===== config.mk =====
export PLATFORM = sky130hd
export DESIGN_NAME = lifo_stack
export DESIGN_NICKNAME = d
export VERILOG_FILES = /design/src/rtl/stack_pkg.sv /design/src/rtl/stack_mem.sv /design/src/rtl/lifo_stack.sv
export SDC_FILE = /design/constraint.sdc
export NUM_CORES = 1
export LEC_CHECK = 0
export ABC_AREA = 1
export CAP_MARGIN = 20
export CORE_MARGIN = 8
export CORE_UTILIZATION = 45
export DETAILED_ROUTE_END_ITERATION = 8
export DONT_BUFFER_PORTS = 1
export HOLD_SLACK_MARGIN = 0.02
export PLACE_DENSITY = 0.7
export SLEW_MARGIN = 20
export SYNTH_ARGS = -nofsm -noshare
export SYNTH_HDL_FRONTEND = slang
export SYNTH_SLANG_ARGS = --single-unit
export TNS_END_PERCENT = 30

===== constraint.sdc =====
create_clock -name clk -period 4.1 [get_ports clk]
set_input_delay 1.025 -clock clk [delete_from_list [all_inputs] [get_ports clk]]
set_output_delay 1.025 -clock clk [all_outputs]
set_load 0.05 [all_outputs]

===== src/rtl/stack_pkg.sv =====
// Shared definitions for the LIFO stack: command opcodes and FSM state encoding.
package stack_pkg;

   // Command opcodes carried on cmd_op
   typedef enum logic [1:0] {
      OP_PUSH  = 2'b00,
      OP_POP   = 2'b01,
      OP_PEEK  = 2'b10,
      OP_CLEAR = 2'b11
   } op_e;

   // Command/response handshake state
   typedef enum logic {
      ST_IDLE = 1'b0,
      ST_RESP = 1'b1
   } state_e;

endpackage : stack_pkg


===== src/rtl/stack_mem.sv =====
// Single-port WIDTH x DEPTH register array for the stack storage.
// Ports:
//   clk      - clock; writes occur on its rising edge
//   we_i     - write enable
//   addr_i   - shared read/write address
//   wdata_i  - write data
//   rdata_o  - asynchronous read data at addr_i
// Contents are intentionally not reset.
module stack_mem #(
   parameter  int unsigned WIDTH = 8,
   parameter  int unsigned DEPTH = 16,
   localparam int unsigned AW    = (DEPTH > 1) ? $clog2(DEPTH) : 1
) (
   input  logic             clk,
   input  logic             we_i,
   input  logic [AW-1:0]    addr_i,
   input  logic [WIDTH-1:0] wdata_i,
   output logic [WIDTH-1:0] rdata_o
);

   logic [WIDTH-1:0] mem_q [DEPTH];

   // Synchronous write
   always_ff @(posedge clk) begin
      if (we_i) begin
         mem_q[addr_i] <= wdata_i;
      end
   end

   // Asynchronous read
   assign rdata_o = mem_q[addr_i];

endmodule : stack_mem


===== src/rtl/lifo_stack.sv =====
// LIFO stack with a command/response handshake.
// One command is accepted in IDLE, its result is held in RESP until the
// consumer takes it, so back-to-back throughput is one command per two cycles.
// Ports:
//   clk, rst           - clock and synchronous active-high reset
//   cmd_valid/cmd_ready, cmd_op, cmd_data - command channel (PUSH/POP/PEEK/CLEAR)
//   rsp_valid/rsp_ready, rsp_data, rsp_err - response channel
//   empty, full, count - occupancy, decoded from the stack pointer
//   ovf_sticky, unf_sticky, err_clr - sticky overflow/underflow flags and clear
module lifo_stack
   import stack_pkg::*;
#(
   parameter  int unsigned WIDTH = 8,
   parameter  int unsigned DEPTH = 16,
   localparam int unsigned CW    = $clog2(DEPTH + 1)
) (
   input  logic             clk,
   input  logic             rst,
   input  logic             cmd_valid,
   input  logic [1:0]       cmd_op,
   input  logic [WIDTH-1:0] cmd_data,
   output logic             cmd_ready,
   output logic             rsp_valid,
   input  logic             rsp_ready,
   output logic [WIDTH-1:0] rsp_data,
   output logic             rsp_err,
   output logic             empty,
   output logic             full,
   output logic [CW-1:0]    count,
   output logic             ovf_sticky,
   output logic             unf_sticky,
   input  logic             err_clr
);

   localparam int unsigned AW = (DEPTH > 1) ? $clog2(DEPTH) : 1;

   state_e           state_q, state_d;
   logic [CW-1:0]    sp_q, sp_d;
   logic [WIDTH-1:0] rsp_data_q, rsp_data_d;
   logic             rsp_err_q, rsp_err_d;
   logic             ovf_q, unf_q;
   logic             ovf_set, unf_set;
   logic             mem_we;
   logic [AW-1:0]    mem_addr;
   logic [WIDTH-1:0] mem_rdata;
   logic             is_empty, is_full;

   assign is_empty = (sp_q == '0);
   assign is_full  = (sp_q == CW'(DEPTH));

   // Storage; writes are suppressed in a reset cycle so a command there has no effect
   stack_mem #(
      .WIDTH (WIDTH),
      .DEPTH (DEPTH)
   ) u_mem (
      .clk     (clk),
      .we_i    (mem_we & ~rst),
      .addr_i  (mem_addr),
      .wdata_i (cmd_data),
      .rdata_o (mem_rdata)
   );

   // Next-state, pointer and response computation
   always_comb begin
      state_d    = state_q;
      sp_d       = sp_q;
      rsp_data_d = rsp_data_q;
      rsp_err_d  = rsp_err_q;
      mem_we     = 1'b0;
      mem_addr   = AW'(sp_q);
      ovf_set    = 1'b0;
      unf_set    = 1'b0;

      case (state_q)
         ST_IDLE: begin
            if (cmd_valid) begin
               state_d    = ST_RESP;
               rsp_data_d = '0;
               rsp_err_d  = 1'b0;
               case (op_e'(cmd_op))
                  OP_PUSH: begin
                     if (is_full) begin
                        rsp_err_d = 1'b1;
                        ovf_set   = 1'b1;
                     end else begin
                        mem_we = 1'b1;
                        sp_d   = sp_q + CW'(1);
                     end
                  end
                  OP_POP, OP_PEEK: begin
                     // Top of stack lives one below the pointer
                     mem_addr = AW'(sp_q - CW'(1));
                     if (is_empty) begin
                        rsp_err_d = 1'b1;
                        unf_set   = 1'b1;
                     end else begin
                        rsp_data_d = mem_rdata;
                        if (op_e'(cmd_op) == OP_POP) begin
                           sp_d = sp_q - CW'(1);
                        end
                     end
                  end
                  OP_CLEAR: begin
                     sp_d = '0;
                  end
                  default: ;
               endcase
            end
         end
         ST_RESP: begin
            if (rsp_ready) begin
               state_d = ST_IDLE;
            end
         end
         default: state_d = ST_IDLE;
      endcase
   end

   // State registers; a new error event wins over a coincident err_clr
   always_ff @(posedge clk) begin
      if (rst) begin
         state_q    <= ST_IDLE;
         sp_q       <= '0;
         rsp_data_q <= '0;
         rsp_err_q  <= 1'b0;
         ovf_q      <= 1'b0;
         unf_q      <= 1'b0;
      end else begin
         state_q    <= state_d;
         sp_q       <= sp_d;
         rsp_data_q <= rsp_data_d;
         rsp_err_q  <= rsp_err_d;
         ovf_q      <= ovf_set | (ovf_q & ~err_clr);
         unf_q      <= unf_set | (unf_q & ~err_clr);
      end
   end

   assign cmd_ready  = (state_q == ST_IDLE);
   assign rsp_valid  = (state_q == ST_RESP);
   assign rsp_data   = rsp_data_q;
   assign rsp_err    = rsp_err_q;
   assign empty      = is_empty;
   assign full       = is_full;
   assign count      = sp_q;
   assign ovf_sticky = ovf_q;
   assign unf_sticky = unf_q;

endmodule : lifo_stack


==> results of run 1 <==
==> worst paths after layout <==
check / slack [ns] / startpoint / end
worst max-delay path: 0.84 / rsp_valid / u_mem.mem_q[2][0]
worst min-delay path: 0.67 / rst / rsp_data[3]
worst max register to register: 0.84 / rsp_valid / u_mem.mem_q[2][0]
worst min register to register: 0.72 / rsp_data[2] / rsp_data[2]
==> synth_stat cells <==
cell type  count  share of area, %
o31ai_1        1              0.11
ha_1           8               1.5
o21ai_1        9              0.65
a22oi_1        1              0.11
buf_4          5              0.54
o21ai_2        1              0.13
a21oi_1       17               1.2
clkbuf_1       1             0.054
inv_1        133               7.2
o21ai_0        6              0.44
a21oi_2        2              0.25
o21ai_4        1              0.24
xor2_1         2              0.25
a21o_1         1              0.11
buf_6          2              0.33
inv_2          2              0.11
o22ai_1        3              0.27
dfxtp_1       17               4.9
nor2_1        43               2.3
nand2_2        1             0.091
nand3_2        1              0.15
buf_2         16               1.2
edfxtp_1     128                56
nand3_4        1              0.25
nand3b_1      14               1.5
nand3_1       37               2.7
nand2_1      302                16
or2_2          1             0.091
o21a_1         1              0.11
a211oi_1       4              0.44
nand2_4        3              0.49
nor2_2         1             0.091
==> power by group <==
part / internal (W) / switching (W) / total (W)
Combinational: 0.000152 / 0.000410 / 0.000562
Clock: 0.000882 / 0.000574 / 0.00146
Sequential: 0.00162 / 0.0000467 / 0.00167
Total: 0.00266 / 0.00103 / 0.00369
==> routing by layer <==
| metal | track usage [%] | vias up |
|---|---|---|
| met5 | 0 | - |
| met2 | 28.8 | 189 |
| met1 | 21.7 | 2344 |
| met4 | 6.51 | 0 |
| met3 | 5.44 | 26 |
| li1 | - | 2435 |
==> sequential cells by signal, indices dropped and copies added (netlist names) <==
name and flops:
rsp_err 1, count 5, u_mem.mem_q 128, rsp_data 8, unf_sticky 1, rsp_valid 1, ovf_sticky 1
==> through the flow <==
step                      hold slack [ns]  util [%]
final                               0.667      51.2
after global routing                0.648      51.2
after CTS                           0.656      51.2
after detailed placement            0.696      47.6
after global placement              0.698      47.6
after floorplan                     0.686         -
==> layout make-up <==
cell class	instances	area share (%)
sequential	145	54.2
multi-input combinational	461	26.7
inverter	135	6.56
clock buffer	19	5.60
tap	188	3.04
timing repair buffer	25	2.43
clock inverter	11	1.49
==> worst reg2reg max path, stage by stage (launching register included) <==
cell and delay [ns]:
dfxtp_1 0.67, inv_2 0.32, nand2_4 0.24, nand2_4 0.24, nand2_4 0.42, nand3_1 0.31
nor2_1 0.69
==> logic make-up after synthesis <==
group                      count (synthesis)  share of synthesized area, %
and+or+nand+nor                          404                          24.1
adders and majority gates                  8                          1.45
DFF                                      145                          60.6
xor gates and xnor gates                   2                         0.254
buffers and inverters                    159                          9.43
AOI/OAI and AO/OA                         47                          4.08
==> out/summary.txt, run 1 <==
Status = complete, no violations
Skew-Pair Late Insertion Delay = 0.42 ns
Yosys warns = 0
RSZ-0062 raised after global routing = false
IO Count = 35
Worst-path clk slew = 0.06 ns
Cell area after synthesis = 6900 sq um
Syn avg cell area = 9.02 sq um
Tcrit/Tclk final = 79.5%
Final Skew = 0.00566 ns
Post-route met1 wirelength = 6980 um
DRT antenna net count = 0
Total track usage = 17.7%
Worst EP required = 4.15 ns
Die area = 19500 sq um
DR pass1 iterations = 5
Finished Cell Area = 7730 sq um
Routed vias = 4994
Fill count = 1341
Crit-path cells = inv_2 > nand2_4 > nand2_4 > nand2_4 > nand3_1 > nor2_1
CP max stage cell = nor2_1
Static leakage = 3.54 nW
Placed wire-length estimate = 10600 um
Post-DR vias/cell = 5.08
Peak supply drop = 0.320 mV
CTS tree = built
Hold Buf Count CTS = 0
Synth Register Bits = 145
Port Buffer Count = 0
Antenna diode count = 0
Top cell by count, worst path = nand2_4
Setup_tns = 0 ns
Placed cells = 954
Largest net degree at the start of global routing = 38
Drt total wl = 16400 um
Die Ht = 140 um
Fmax achieved = 0.307 GHz
Setup-failing EPs final = 0
Sequential element share of the synthesized area = 60.6%
Top delay family on crit path = simple AND/OR/NAND/NOR gates
Setup CP Type = reg -> reg
Final net count = 808
Overflow after GRT = 0
Syn Inst Count = 765
WL met3 = 1430 um
Post-route setup slack = 0.840 ns
Hold crit path type = in -> reg
Sequential Area = 4180 sq um
Setup slack at placement = 0.516 ns
Critical Path Sink Type = flop
Share of layout cells above drive strength 1 = 8.17%
Post-CTS setup repair buffer count = 0
WL met2 = 7720 um
Post-DP Area = 7180 sq um
DR top layer = met4
Vias in the first global route = 4982
Post-route minimum period = 3.26 ns
DR WL/cell = 16.7 um
Most common cell after layout, fill and taps aside = nand2_1
Die width = 140 um
Total power = 0.00369 W
Synthesized Nets = 788
Global-route wire length before repair = 26800 um
Area grow syn2layout = 12.0%
Levels on crit path = 6
Area of the multi-input gates = 2060 sq um
Initial Util = 45.7%
Fin cells = 984
Max-cap viol count = 0
Crit path buffers/inverters = 1
Initial antenna violation count = 0
Post_cts resized = 0
CTS Buf Count = 17
Slew Viols, Final = 0
Most frequent cells in the layout = 302 x nand2_1, 133 x inv_1, 128 x edfxtp_1, 43 x nor2_1, 37 x nand3_1
CP max stage delay = 0.68 ns
PwrDens = 477 nW/um^2
Critical Path Source Type = flop
Yosys cell types = 32
Core footprint = 15100 sq um
H-Tree Depth = 4
Slew HR = 31.4%
Row Count = 45
1st-iter DRT viols = 443
Clk root buf = clkbuf_16
Worst r2r path cells = 6
Clock Path Buffers = 2
CTS Sinks = 145
Remaining routing DRC violations = 0
CP arrival = 3.31 ns
CP Max Fanout = 37
Final Hold Vio Count = 0
Slew @ Worst Pin = 1.02 ns
RePlAce Congestion = 0.843
WHS Path Cells = 1
(Power assumes the default switching activity.)
==> run 2, diff against run 1 <==
--- a/config.mk
+++ b/config.mk
@@ -12,7 +12,7 @@
 export DETAILED_ROUTE_END_ITERATION = 8
 export DONT_BUFFER_PORTS = 1
 export HOLD_SLACK_MARGIN = 0.02
-export PLACE_DENSITY = 0.7
+export PLACE_DENSITY = 0.72
 export SLEW_MARGIN = 20
 export SYNTH_ARGS = -nofsm -noshare
 export SYNTH_HDL_FRONTEND = slang
==> constraint.sdc (replaced) <==
create_clock -name clk -period 2.7 [get_ports clk]
set_input_delay 0.675 -clock clk [delete_from_list [all_inputs] [get_ports clk]]
set_output_delay 0.675 -clock clk [all_outputs]
set_load 0.05 [all_outputs]
==> run 2 against run 1 <==
Design area is 2.9% higher; clock power is 57% higher; first-iteration DRC count is 19% higher; worst hold slack worse by 0.35 ns; sequential cell count stayed put.
==> out/summary.txt, run 2 (synthesis results as in run 1) <==
Setup CP Type = in -> reg (was reg -> reg)
DR WL/cell = 15.7 um (was 16.7 um)
Post-route setup slack = 0.416 ns (was 0.840 ns)
1st-iter DRT viols = 526 (was 443)
Status = complete, no violations (unchanged)
RR Startpoint = count[0] (was rsp_valid)
PwrDens = 723 nW/um^2 (was 477 nW/um^2)
Worst EP required = 3.01 ns (was 4.15 ns)
Peak supply drop = 0.491 mV (was 0.320 mV)
H-Tree Depth = 4 (unchanged)
Drt total wl = 15800 um (was 16400 um)
Setup slack at placement = 0.0466 ns (was 0.516 ns)
Antenna diode count = 0 (unchanged)
Critical Path Sink Type = flop (unchanged)
Area grow syn2layout = 15.2% (was 12.0%)
DRT antenna net count = 0 (unchanged)
Initial Util = 45.7% (unchanged)
Clock Path Buffers = 2 (unchanged)
Setup_tns = 0 ns (unchanged)
Port Buffer Count = 0 (unchanged)
Largest net degree at the start of global routing = 37 (was 38)
Skew-Pair Late Insertion Delay = 0.42 ns (about the same)
Post-CTS setup repair buffer count = 0 (unchanged)
Global-route wire length before repair = 25100 um (was 26800 um)
Crit path buffers/inverters = 3 (was 1)
Die Ht = 140 um (unchanged)
IO Count = 35 (unchanged)
Fmax achieved = 0.438 GHz
CTS Buf Count = 17 (unchanged)
Most common cell after layout, fill and taps aside = nand2_1 (unchanged)
Slew HR = 62.5% (was 31.4%)
Setup-failing EPs final = 0 (unchanged)
Die area = 19500 sq um (unchanged)
Worst setup path endpoint = rsp_data[1] (was u_mem.mem_q[2][0])
Worst r2r path cells = 9 (was 6)
Critical Path Start = cmd_op[0] (was rsp_valid)
DR pass1 iterations = 5 (unchanged)
Placed wire-length estimate = 10500 um (was 10600 um)
Worst-path clk slew = 0.06 ns (about the same)
Static leakage = 3.68 nW (was 3.54 nW)
Fin cells = 1006 (was 984)
Initial antenna violation count = 0 (unchanged)
R2R Path End = u_mem.mem_q[8][6] (was u_mem.mem_q[2][0])
Finished Cell Area = 7950 sq um (was 7730 sq um)
CP max stage cell = ha_1 (was nor2_1)
RePlAce Congestion = 0.835 (was 0.843)
Post-DP Area = 7370 sq um (was 7180 sq um)
Share of layout cells above drive strength 1 = 11.0% (was 8.17%)
Core footprint = 15100 sq um (unchanged)
Total track usage = 16.8% (was 17.7%)
Fill count = 1343 (was 1341)
Placed cells = 974 (was 954)
Max FFs per register = 128 (unchanged)
Tcrit/Tclk final = 84.6%
Clk root buf = clkbuf_16 (unchanged)
Reg-to-reg setup timing slack = 0.54 ns (was 0.84 ns)
Worst hold slack = 0.312 ns (was 0.667 ns)
Levels on crit path = 15 (was 6)
Top delay family on crit path = simple AND/OR/NAND/NOR gates (unchanged)
Remaining routing DRC violations = 0 (unchanged)
Post-route minimum period = 2.28 ns
CP arrival = 2.60 ns (was 3.31 ns)
Overflow after GRT = 0 (unchanged)
Die width = 140 um (unchanged)
Reg with most FFs = u_mem.mem_q (unchanged)
Final Skew = 0.00866 ns (was 0.00566 ns)
CTS tree = built (unchanged)
Vias in the first global route = 4646 (was 4982)
Hold crit path type = in -> reg (unchanged)
CP max stage delay = 0.35 ns (was 0.68 ns)
Slew @ Worst Pin = 0.562 ns (was 1.02 ns)
Final Hold Vio Count = 0 (unchanged)
CP Max Fanout = 36 (was 37)
Critical Path Source Type = input pin (was flop)
Routed vias = 5001 (was 4994)
Top cell by count, worst path = nand2_1 (was nand2_4)
Hold Buf Count CTS = 0 (unchanged)
Slew Viols, Final = 0 (unchanged)
RSZ-0062 raised after global routing = false (unchanged)
Most frequent cells in the layout = 302 x nand2_1, 133 x inv_1, 128 x edfxtp_1, 43 x nor2_1, 42 x buf_4 (was 302 x nand2_1, 133 x inv_1, 128 x edfxtp_1, 43 x nor2_1, 37 x nand3_1)
Final net count = 828 (was 808)
CTS Sinks = 145 (unchanged)
Row Count = 45 (unchanged)
Post_cts resized = 0 (unchanged)
Crit-path cells = inv_1 > ha_1 > ha_1 > nand3_2 > nand2_4 > buf_12 > nand2_1 > o21ai_0 > nand2_1 > nand2_1 > nand2_1 > nand2_1 > inv_1 > nand2_1 > a21oi_1 (was inv_2 > nand2_4 > nand2_4 > nand2_4 > nand3_1 > nor2_1)
Post-DR vias/cell = 4.97 (was 5.08)
Max-cap viol count = 0 (unchanged)
## run 2: changes by cell type in the layout (fill, tap and decap cells not counted), sizes merged
cell / before / now
clkinv: 6 / 10
clkinvlp: 2 / 0
inv: 136 / 138
clkbuf: 19 / 17
buf: 25 / 45
## run 2: cell type report
type,instances,area (sq um),area share (%)
Timing Repair Buffer,45,375,4.72
Clock inverter,15,158,1.98
Clock buffer,17,425,5.35
Multi-Input combinational cell,461,2060,26.0
Tap cell,188,235,2.96
Sequential cell,145,4180,52.6
Inverter,135,507,6.37
## run 2: stage by stage
stage,util [%],power [W]
after floorplan,-,0.00323
after global placement,48.8,0.00348
after detailed placement,48.8,0.00349
after CTS,52.7,0.00577
after global routing,52.7,0.00598
final,52.7,0.00575
## run 2: power by group
part / total, W / switching [W] / internal [W] / leakage, nW
registers: 0.00252 / 0.0000561 / 0.00247 / 1.29
logic: 0.000934 / 0.000644 / 0.000290 / 2.10
clock network: 0.00229 / 0.000927 / 0.00137 / 0.289
total: 0.00575 / 0.00163 / 0.00412 / 3.68
## run 2: layer usage
| layer | up-vias | wire length [um] | GRT usage (%) |
|---|---|---|---|
| met5 | - | 0 | 0 |
| met4 | 0 | 378 | 7.26 |
| met3 | 29 | 1370 | 4.72 |
| met2 | 188 | 7410 | 26.8 |
| met1 | 2299 | 6640 | 20.9 |
| li1 | 2485 | - | - |
## run 2: worst min path at each step
stage / from / end / depth (start not counted)
global route: rst / rsp_data[5] / 1
detailed placement: count[1] / count[1] / 2
finish: rst / rsp_data[5] / 1
floorplan: rsp_data[0] / rsp_data[0] / 2
CTS: rst / rsp_data[5] / 1
global placement: count[4] / count[4] / 2
